**src/rtl/hub75_pkg.sv**
```systemverilog
// -----------------------------------------------------------------------------
// hub75_pkg
// Shared types and constants for the HUB75 scan controller.
//   state_e      : scan controller FSM states
//   C_R0..C_B1   : bit positions of each colour line inside a 6-bit pixel slice
//   COLOUR_BITS  : width of one pixel slice ({B1,G1,R1,B0,G0,R0})
//   disp_len()   : number of display cycles for a given bit plane
// -----------------------------------------------------------------------------
package hub75_pkg;

    typedef enum logic [2:0] {
        ST_IDLE    = 3'd0,
        ST_SHIFT   = 3'd1,
        ST_BLANK   = 3'd2,
        ST_LATCH   = 3'd3,
        ST_DISPLAY = 3'd4
    } state_e;

    localparam int unsigned C_R0        = 32'd0;
    localparam int unsigned C_G0        = 32'd1;
    localparam int unsigned C_B0        = 32'd2;
    localparam int unsigned C_R1        = 32'd3;
    localparam int unsigned C_G1        = 32'd4;
    localparam int unsigned C_B1        = 32'd5;
    localparam int unsigned COLOUR_BITS = 32'd6;

    // Binary-code modulation: each plane is shown twice as long as the one below.
    function automatic int unsigned disp_len(input int unsigned base_on,
                                             input int unsigned plane);
        return base_on << plane;
    endfunction

endpackage

```
**src/rtl/hub75_scan_ctrl_bcm_timer.sv**
```systemverilog
// -----------------------------------------------------------------------------
// bcm_timer
// Loadable down-counter that times one bit-plane display window.
//   clk_i      : clock
//   rst_i      : synchronous active-high reset (counter cleared)
//   load_i     : load load_val_i (takes priority over dec_i)
//   load_val_i : value to load, window length minus one
//   dec_i      : decrement by one (saturates at zero)
//   done_o     : counter is zero, i.e. this is the last cycle of the window
// -----------------------------------------------------------------------------
module bcm_timer #(
    parameter int unsigned W = 7
) (
    input  logic         clk_i,
    input  logic         rst_i,
    input  logic         load_i,
    input  logic [W-1:0] load_val_i,
    input  logic         dec_i,
    output logic         done_o
);

    logic [W-1:0] cnt_q;
    logic [W-1:0] cnt_d;

    // Next count: load has priority, decrement stops at zero.
    always_comb begin
        cnt_d = cnt_q;
        if (load_i) begin
            cnt_d = load_val_i;
        end else if (dec_i && (cnt_q != '0)) begin
            cnt_d = cnt_q - W'(1);
        end else begin
            cnt_d = cnt_q;
        end
    end

    // Counter register with synchronous reset.
    always_ff @(posedge clk_i) begin
        if (rst_i) begin
            cnt_q <= '0;
        end else begin
            cnt_q <= cnt_d;
        end
    end

    assign done_o = (cnt_q == '0);

endmodule

```
**src/rtl/hub75_scan_ctrl.sv**
```systemverilog
// -----------------------------------------------------------------------------
// hub75_scan_ctrl
// Scan controller for a 1/16-scan HUB75 RGB panel with two half-panels.
// For every (row, plane) it reads one column pair per two cycles from the
// framebuffer, shifts it into the panel, blanks, latches, then enables the
// LEDs for a plane-weighted number of cycles (binary-code modulation).
// Ports:
//   CLK_I, RST_I        : clock, synchronous active-high reset
//   EN_I                : run enable (sampled in IDLE and last display cycle)
//   FB_RD_O, FB_ADDR_O  : framebuffer read strobe and {row, col} address
//   FB_DATA_I           : read data one cycle after FB_RD_O, 6 bits per plane
//   R0,G0,B0,R1,G1,B1   : registered colour data to the panel
//   CLK_O, LATCH, OE    : panel shift clock, latch (high), output enable (low)
//   RA,RB,RC,RD         : row address bits 0..3
//   FRAME_O             : one-cycle pulse on the first shift of a new frame
// All outputs come straight from flops.
// -----------------------------------------------------------------------------
module hub75_scan_ctrl
    import hub75_pkg::*;
#(
    parameter int unsigned COLS    = 32,
    parameter int unsigned ROWS    = 16,
    parameter int unsigned PLANES  = 4,
    parameter int unsigned BASE_ON = 8
) (
    input  logic                                  CLK_I,
    input  logic                                  RST_I,
    input  logic                                  EN_I,
    output logic                                  FB_RD_O,
    output logic [$clog2(ROWS)+$clog2(COLS)-1:0]  FB_ADDR_O,
    input  logic [6*PLANES-1:0]                   FB_DATA_I,
    output logic                                  R0,
    output logic                                  G0,
    output logic                                  B0,
    output logic                                  R1,
    output logic                                  G1,
    output logic                                  B1,
    output logic                                  CLK_O,
    output logic                                  LATCH,
    output logic                                  OE,
    output logic                                  RA,
    output logic                                  RB,
    output logic                                  RC,
    output logic                                  RD,
    output logic                                  FRAME_O
);

    localparam int unsigned RW = $clog2(ROWS);
    localparam int unsigned CW = $clog2(COLS);
    localparam int unsigned AW = RW + CW;
    localparam int unsigned KW = $clog2(2 * COLS + 2);
    localparam int unsigned PW = (PLANES > 1) ? $clog2(PLANES) : 1;
    localparam int unsigned TW = $clog2(BASE_ON << (PLANES - 1)) + 1;

    localparam logic [KW-1:0] K_LAST     = KW'(2 * COLS + 1);
    localparam logic [KW-1:0] K_RD_END   = KW'(2 * COLS);
    localparam logic [KW-1:0] K_CLK_1ST  = KW'(3);
    localparam logic [RW-1:0] ROW_LAST   = RW'(ROWS - 1);
    localparam logic [PW-1:0] PLANE_LAST = PW'(PLANES - 1);

    // Control state
    state_e          state_q, state_d;
    logic [KW-1:0]   k_q, k_d;
    logic [RW-1:0]   row_q, row_d;
    logic [PW-1:0]   plane_q, plane_d;

    // Output registers
    logic            fb_rd_q, fb_rd_d;
    logic [AW-1:0]   fb_addr_q, fb_addr_d;
    logic [5:0]      colour_q, colour_d;
    logic            sclk_q, sclk_d;
    logic            latch_q, latch_d;
    logic            oe_q, oe_d;
    logic [3:0]      row_addr_q, row_addr_d;
    logic            frame_q, frame_d;

    // Combinational helpers
    logic            tmr_load_s;
    logic            tmr_dec_s;
    logic            tmr_done_s;
    logic [TW-1:0]   tmr_val_s;
    logic [5:0]      plane_bits_s;
    logic            shift_next_s;

    assign tmr_val_s    = TW'(disp_len(BASE_ON, 32'(plane_q)) - 32'd1);
    assign plane_bits_s = FB_DATA_I[COLOUR_BITS * 32'(plane_q) +: COLOUR_BITS];

    bcm_timer #(
        .W (TW)
    ) u_bcm_timer (
        .clk_i      (CLK_I),
        .rst_i      (RST_I),
        .load_i     (tmr_load_s),
        .load_val_i (tmr_val_s),
        .dec_i      (tmr_dec_s),
        .done_o     (tmr_done_s)
    );

    // FSM next state, column/row/plane counters and display-timer control.
    always_comb begin
        state_d    = state_q;
        k_d        = k_q;
        row_d      = row_q;
        plane_d    = plane_q;
        frame_d    = 1'b0;
        tmr_load_s = 1'b0;
        tmr_dec_s  = 1'b0;
        case (state_q)
            ST_IDLE: begin
                if (EN_I) begin
                    state_d = ST_SHIFT;
                    k_d     = '0;
                end else begin
                    state_d = ST_IDLE;
                end
            end
            ST_SHIFT: begin
                if (k_q == K_LAST) begin
                    state_d = ST_BLANK;
                    k_d     = '0;
                end else begin
                    k_d = k_q + KW'(1);
                end
            end
            ST_BLANK: begin
                state_d = ST_LATCH;
            end
            ST_LATCH: begin
                state_d    = ST_DISPLAY;
                tmr_load_s = 1'b1;
            end
            ST_DISPLAY: begin
                if (tmr_done_s) begin
                    // Plane loop is inner, row loop outer.
                    if (plane_q == PLANE_LAST) begin
                        plane_d = '0;
                        if (row_q == ROW_LAST) begin
                            row_d   = '0;
                            frame_d = 1'b1;
                        end else begin
                            row_d = row_q + RW'(1);
                        end
                    end else begin
                        plane_d = plane_q + PW'(1);
                    end
                    if (EN_I) begin
                        state_d = ST_SHIFT;
                        k_d     = '0;
                    end else begin
                        state_d = ST_IDLE;
                    end
                end else begin
                    tmr_dec_s = 1'b1;
                end
            end
            default: begin
                state_d = ST_IDLE;
                k_d     = '0;
            end
        endcase
    end

    // Pin values for the next cycle, derived from the next state so that
    // every pin is a flop yet lines up with the cycle it describes.
    always_comb begin
        shift_next_s = (state_d == ST_SHIFT);
        fb_rd_d      = shift_next_s && !k_d[0] && (k_d < K_RD_END);
        if (fb_rd_d) begin
            fb_addr_d = {row_d, k_d[CW:1]};
        end else begin
            fb_addr_d = fb_addr_q;
        end
        // Rising CLK_O lands one cycle after the column's data is on the pins.
        sclk_d = shift_next_s && k_d[0] && (k_d >= K_CLK_1ST);
        // Read data arrives on odd cycles; capture it for the current plane.
        if ((state_q == ST_SHIFT) && k_q[0] && (k_q < K_RD_END)) begin
            colour_d = plane_bits_s;
        end else begin
            colour_d = colour_q;
        end
        latch_d = (state_d == ST_LATCH);
        oe_d    = (state_d != ST_DISPLAY);
        if (latch_d) begin
            row_addr_d = 4'(row_d);
        end else begin
            row_addr_d = row_addr_q;
        end
    end

    // State, counters and output registers with synchronous reset.
    always_ff @(posedge CLK_I) begin
        if (RST_I) begin
            state_q    <= ST_IDLE;
            k_q        <= '0;
            row_q      <= '0;
            plane_q    <= '0;
            fb_rd_q    <= 1'b0;
            fb_addr_q  <= '0;
            colour_q   <= 6'd0;
            sclk_q     <= 1'b0;
            latch_q    <= 1'b0;
            oe_q       <= 1'b1;
            row_addr_q <= 4'd0;
            frame_q    <= 1'b0;
        end else begin
            state_q    <= state_d;
            k_q        <= k_d;
            row_q      <= row_d;
            plane_q    <= plane_d;
            fb_rd_q    <= fb_rd_d;
            fb_addr_q  <= fb_addr_d;
            colour_q   <= colour_d;
            sclk_q     <= sclk_d;
            latch_q    <= latch_d;
            oe_q       <= oe_d;
            row_addr_q <= row_addr_d;
            frame_q    <= frame_d;
        end
    end

    assign FB_RD_O   = fb_rd_q;
    assign FB_ADDR_O = fb_addr_q;
    assign R0        = colour_q[C_R0];
    assign G0        = colour_q[C_G0];
    assign B0        = colour_q[C_B0];
    assign R1        = colour_q[C_R1];
    assign G1        = colour_q[C_G1];
    assign B1        = colour_q[C_B1];
    assign CLK_O     = sclk_q;
    assign LATCH     = latch_q;
    assign OE        = oe_q;
    assign RA        = row_addr_q[0];
    assign RB        = row_addr_q[1];
    assign RC        = row_addr_q[2];
    assign RD        = row_addr_q[3];
    assign FRAME_O   = frame_q;

endmodule

```
**config.mk**
```make
export PLATFORM = sky130hd
export DESIGN_NAME = hub75_scan_ctrl
export DESIGN_NICKNAME = d
export VERILOG_FILES = /design/src/rtl/hub75_pkg.sv /design/src/rtl/hub75_scan_ctrl_bcm_timer.sv /design/src/rtl/hub75_scan_ctrl.sv
export SDC_FILE = /design/constraint.sdc
export NUM_CORES = 1
export LEC_CHECK = 0
export CAP_MARGIN = 20
export CORE_MARGIN = 4
export CORE_UTILIZATION = 42
export CTS_CLUSTER_DIAMETER = 60
export DETAILED_ROUTE_END_ITERATION = 8
export PLACE_DENSITY = 0.71
export SLEW_MARGIN = 30
export SYNTH_ARGS = -nofsm -noshare
export SYNTH_HDL_FRONTEND = slang
export SYNTH_HIERARCHICAL = 1
export SYNTH_SLANG_ARGS = --single-unit
```
**constraint.sdc**
```tcl
create_clock -name CLK_I -period 2.9 [get_ports CLK_I]
set_clock_uncertainty 0.1 [all_clocks]
set_input_delay 0.58 -clock CLK_I [delete_from_list [all_inputs] [get_ports CLK_I]]
set_output_delay 0.58 -clock CLK_I [all_outputs]
set_load 0.1 [all_outputs]
```
==> results of run 1 <==
==> timing repair <==
action,4_1_cts,5_1_grt
setup endpoints to repair,0,3
resized for setup,0,5
buffers inserted,0,1
==> registers in the layout (all words and copies together), names as in the netlist, 2 cells and up <==
signal / count
colour_q: 6
row_addr_q: 4
plane_q: 2
k_q: 7
row_q: 4
state_q: 3
u_bcm_timer/cnt_q: 7
FB_ADDR_O: 9
==> cells by family after synthesis <==
kind of cell / count (synthesis) / share of synthesized area
simple gates: 94 / 0.222
buf+inv: 24 / 0.0418
compound gates: 51 / 0.148
other cells: 2 / 0.00318
xor+xnor: 3 / 0.0111
fa+ha+maj: 7 / 0.0371
flops: 47 / 0.398
mux: 24 / 0.138
==> metal layers <==
metal  vias up  share of wire  track usage
li1        995              -            -
met4         0          0.014       0.0535
met1       918           0.47        0.201
met3         4          0.039       0.0387
met5         -              0            0
met2        38           0.47        0.251
==> worst paths after layout <==
kind | from | to | slack [ns] | depth (start not counted)
worst max-delay path | u_bcm_timer/cnt_q[0] | u_bcm_timer/cnt_q[5] | 0.20 | 10
worst min-delay path | row_q[3] | FRAME_O | 0.38 | 2
worst max register to register | u_bcm_timer/cnt_q[0] | u_bcm_timer/cnt_q[5] | 0.20 | 10
worst min register to register | row_q[3] | FRAME_O | 0.38 | 2
==> cells in the final DEF, fill, tap and decap left out, types with 2 or more instances in the layout <==
cell type	synthesis	layout
nor2_1	37	37
nand3_1	6	6
a21o_1	5	5
nand2b_1	3	3
nor3_1	3	3
mux2_2	8	8
conb_1	2	4
and3_1	2	2
clkbuf_8	0	5
ha_1	7	7
a31oi_1	2	2
a21oi_1	13	13
a311oi_1	2	2
mux2i_1	9	9
clkinvlp_4	0	2
nor4_2	0	2
buf_4	2	30
mux4_2	6	6
clkdlybuf4s50_1	0	26
o21a_1	3	3
or4_1	2	2
nand2_1	9	9
inv_1	12	12
nor3b_1	3	3
a211oi_1	5	5
xnor2_1	2	2
o31ai_1	2	2
nand3b_1	2	2
nor2b_1	13	13
o21ai_0	9	9
dfxtp_1	47	46
==> report_power, final <==
| group | total (mW) | internal, mW | switching, mW |
|---|---|---|---|
| Combinational | 0.187 | 0.0813 | 0.106 |
| Sequential | 0.665 | 0.655 | 0.00996 |
| Clock | 0.401 | 0.168 | 0.233 |
| Total | 1.25 | 0.904 | 0.349 |
==> cell type report <==
class | count | area, um^2 | area share
multi-input combinational | 183 | 1350 | 0.447
sequential | 47 | 942 | 0.312
timing repair buffer | 57 | 505 | 0.167
tap | 72 | 90.1 | 0.0298
clock buffer | 5 | 68.8 | 0.0228
inverter | 12 | 45.0 | 0.0149
clock inverter | 3 | 20.0 | 0.00662
==> stage by stage <==
step / total power, mW / std cells / hold WS [ns]
after floorplan: 0.800 / 254 / 0.346
after global placement: 0.863 / 370 / 0.362
after detailed placement: 0.867 / 370 / 0.363
after CTS: 1.27 / 378 / 0.377
after global routing: 1.31 / 379 / 0.422
final: 1.25 / 379 / 0.380
==> worst max-delay path, cell delays in order, from the launching register on <==
cell and delay [ns]:
dfxtp_2 0.36, inv_1 0.05, ha_1 0.21, nor4b_4 0.14
and2_1 0.22, or4_1 0.55, inv_1 0.10, or3b_4 0.41
nor4_2 0.15, nand2b_1 0.08, a311oi_1 0.26
==> flow_summary.yaml, run 1 <==
cts:
  cts_inserted_buffers: 5
  clock_path_buffers: 2
  htreeDepth: 2
  cts.reportedPaths.clkPinSlew_ns: 0.09
  cts_sinks: 47
  clockRootBuffer: "clkbuf_8"
  clock_latency_ns: 0.30
  cts_tree: "yes"
  cts.hold.buffers_added: 0
cells_and_area:
  stdcell_area_um2: 3020
  drive_gt1_frac: 0.221
  final_nets: 340
  syn_to_final_growth_pct: 28.0
  insertedDiodeCount: 0
  final_util: 0.552
  fillers: 523
logic_synthesis:
  ys_ff_latch: 47
  ys_top_cells_by_count: "dfxtp_1 (47), nor2_1 (37), a21oi_1 (13), nor2b_1 (13), inv_1 (12)"
  synth-seq-area-share: 0.398
  ys_warn_count: 6
  yosysMostFrequentCell: "dfxtp_1"
  synthCells: 252
  syn_area_per_cell_um2: 9.37
  syn_area_um2: 2360
  synth_top_cell_by_area: "dfxtp_1"
  synth_edf_count: 0
  async_flop_share: 0
  ys_top_cells_by_area: "dfxtp_1 (40%), nor2_1 (5.9%), mux4_2 (5.7%)"
  synth_top_area_share: 0.398
  synth_ff_type: "dfxtp_1"
  synth.distinct_cells: 55
timing:
  tightest_slew_ns: 0.668
  finalCriticalPeriod_ns: 2.70
  fin_ws_ns: 0.199
  max_slew_margin: 0.553
  tns_ns: 0
  hold_violations: 0
  post-route-period-util: 0.932
  finalSetupViolCount: 0
  drv_slew: 0
  fmax_mhz: 370
power:
  power.leakage_nw: 1.24
  power_density_nw_per_um2: 414
  ir_drop_mv: 0.256
min_path:
  hold_class: "flip-flop to flip-flop"
setup_path:
  path_max_fanout: 5
  worstPathArrival_ns: 2.81
  cp_data_required_time_ns: 3.01
  crit_type: "flip-flop to flip-flop"
  worstSetupEndpointType: "flip-flop"
  critPathLaunchType: "flip-flop"
detailed_routing:
  final_antenna_net_count: 0
  vias: 1955
  vias_per_cell: 5.16
  firstDrtPassIters: 4
  post_drt_wl_per_cell_um: 13.7
  drc: 0
  routed_wl_mm: 5.19
  dr.first_iter.drc_count: 53
placed_design:
  gp_congestion: 0.903
  dpl_cell_area_um2: 2900
  port_buffers: 50
  dp_hpwl_mm: 3.88
  pre_cts_ws_ns: 0.0470
floorplan:
  row_count: 27
  die_h_um: 83.0
  num_io_pins: 51
  core_area_um2: 5470
  start_util: 0.432
  die_x_um: 83.0
  die_area_um2: 6890
global_route:
  grt_pass1_vias: 1838
  gr-usage-all-layers: 0.155
  antenna_found_initial: 0
  grt_max_degree: 22
  grt_overflow: 0
  grt_pass1_wl_mm: 8.74
job:
  maxCapViolations: 0
run_status:
  status: "finished, final reports clean"
Note: power is estimated with default switching activity, not from simulation.
==> run 2: changes to the inputs <==
--- a/config.mk
+++ b/config.mk
@@ -10,7 +10,8 @@
 export CORE_UTILIZATION = 42
 export CTS_CLUSTER_DIAMETER = 60
 export DETAILED_ROUTE_END_ITERATION = 8
-export PLACE_DENSITY = 0.71
+export HOLD_SLACK_MARGIN = 0.05
+export PLACE_DENSITY = 0.78
 export SLEW_MARGIN = 30
 export SYNTH_ARGS = -nofsm -noshare
 export SYNTH_HDL_FRONTEND = slang
==> run 2 against run 1 <==
  * Sequential power barely moved
  * Register-to-register slack worse by 0.04 ns
  * Power is 1.5% higher
  * Critical path depth is the same
  * Cell area grew 0.17%
==> flow_summary.yaml, run 2 (same netlist as run 1, synthesis figures left out) <==
detailed_routing:
  firstDrtPassIters: 4
  vias: 1936
  final_antenna_net_count: 0
  dr.first_iter.drc_count: 71
  drc: 0
  post_drt_wl_per_cell_um: 13.4
  routed_wl_mm: 5.08
  vias_per_cell: 5.12
cts:
  cts.hold.buffers_added: 0
  cts_sinks: 47
  clock_latency_ns: 0.30
  cts.reportedPaths.clkPinSlew_ns: 0.09
  cts_tree: "yes"
  cts_inserted_buffers: 5
  clockRootBuffer: "clkbuf_8"
  htreeDepth: 2
  clock_path_buffers: 2
cells_and_area:
  layout_commonest_cell: "dfxtp_1"
  syn_to_final_growth_pct: 28.2
  fin_cells: 378
  stdcell_area_um2: 3030
  insertedDiodeCount: 0
  layout_common_cells: "dfxtp_1 (46), nor2_1 (37), buf_4 (29)"
  largest_reg_flops: 9
  final_nets: 339
  drive_gt1_frac: 0.222
global_route:
  grt_max_degree: 38
  grt_overflow: 0
  grt_pass1_vias: 1891
  grt_pass1_wl_mm: 8.56
  antenna_found_initial: 0
  gr-usage-all-layers: 0.150
timing:
  max_slew_margin: 0.536
  tns_ns: 0
  hold_violations: 0
  post-route-period-util: 0.944
  finalCriticalPeriod_ns: 2.74
  finalSetupViolCount: 0
  drv_slew: 0
  rsz0062_at_grt: "false"
  fmax_mhz: 365
  tightest_slew_ns: 0.694
floorplan:
  row_count: 27
  die_area_um2: 6890
  num_io_pins: 51
  die_h_um: 83.0
  start_util: 0.432
  core_area_um2: 5470
  die_x_um: 83.0
setup_path:
  worstPathArrival_ns: 2.86
  cp_slowest_stage_delay_ns: 0.55
  ff2ff_setup_slack_ns: 0.16
  crit_chain: "inv_1 > ha_1 > nor4b_4 > and2_1 > or4_1 > inv_1 > or3b_4 > nor4_2 > nand2b_1 > a311oi_2"
  cp_top_family: "simple AND/OR/NAND/NOR gates"
  crit_type: "flip-flop to flip-flop"
  path_max_fanout: 5
  worst_path_most_repeated_cell: "inv_1"
  critPathLaunchType: "flip-flop"
  worst-path-buf-inv: 2
  slowest_stage: "or4_1"
  worstSetupEndpointType: "flip-flop"
  cp_data_required_time_ns: 3.03
power:
  power_density_nw_per_um2: 420
  power.leakage_nw: 1.24
  ir_drop_mv: 0.263
placed_design:
  dpl_cell_area_um2: 2900
  dp_hpwl_mm: 3.78
  dp_cells: 369
  gp_congestion: 0.866
  port_buffers: 50
min_path:
  hold_class: "flip-flop to flip-flop"
job:
  maxCapViolations: 0
run_status:
  status: "finished, final reports clean"
==> run 2: final timing paths <==
| check | startpoint | end | cells after the start |
|---|---|---|---|
| worst max register to register | u_bcm_timer/cnt_q[0] | u_bcm_timer/cnt_q[5] | 10 |
| worst min-delay path | row_q[3] | FRAME_O | 2 |
| worst min register to register | row_q[3] | FRAME_O | 2 |
| worst max-delay path | u_bcm_timer/cnt_q[0] | u_bcm_timer/cnt_q[5] | 10 |
==> run 2: where the power goes <==
group	internal [mW]	switching [mW]
logic	0.0791	0.104
registers	0.655	0.00940
clock network	0.179	0.244
total	0.913	0.358
==> run 2: what timing repair did <==
item	4_1_cts	5_1_grt
gates resized for setup	0	7
buffers inserted	0	1
setup endpoints to repair	0	4
==> run 2: per-layer routing <==
layer / wire length (um) / track usage
met1: 2390 / 0.188
met5: 0 / 0
met4: 97 / 0.0624
met3: 152 / 0.0367
met2: 2440 / 0.244
==> run 2: worst min-delay path: stages (launching register included) <==
cell and delay, ns:
dfxtp_1 0.34, nand2_1 0.07, nor3_1 0.04
==> run 2: area by class of cell <==
| type | instances | area (um^2) |
|---|---|---|
| fill | 506 | 2440 |
| multi-input combinational | 183 | 1360 |
| sequential | 47 | 942 |
| timing repair buffer | 56 | 498 |
| tap | 72 | 90.1 |
| clock buffer | 5 | 68.8 |
| inverter | 12 | 45.0 |
| clock inverter | 3 | 26.3 |
==> run 2: per-stage QoR <==
step	hold WS, ns	worst slack, ns	utilization	power (mW)
CTS	0.376	0.0340	0.547	1.29
floorplan	0.346	0.261	-	0.800
global route	0.406	0.0289	0.553	1.33
finish	0.378	0.162	0.553	1.27
global placement	0.362	0.153	0.529	0.860
detailed placement	0.363	0.0496	0.529	0.862
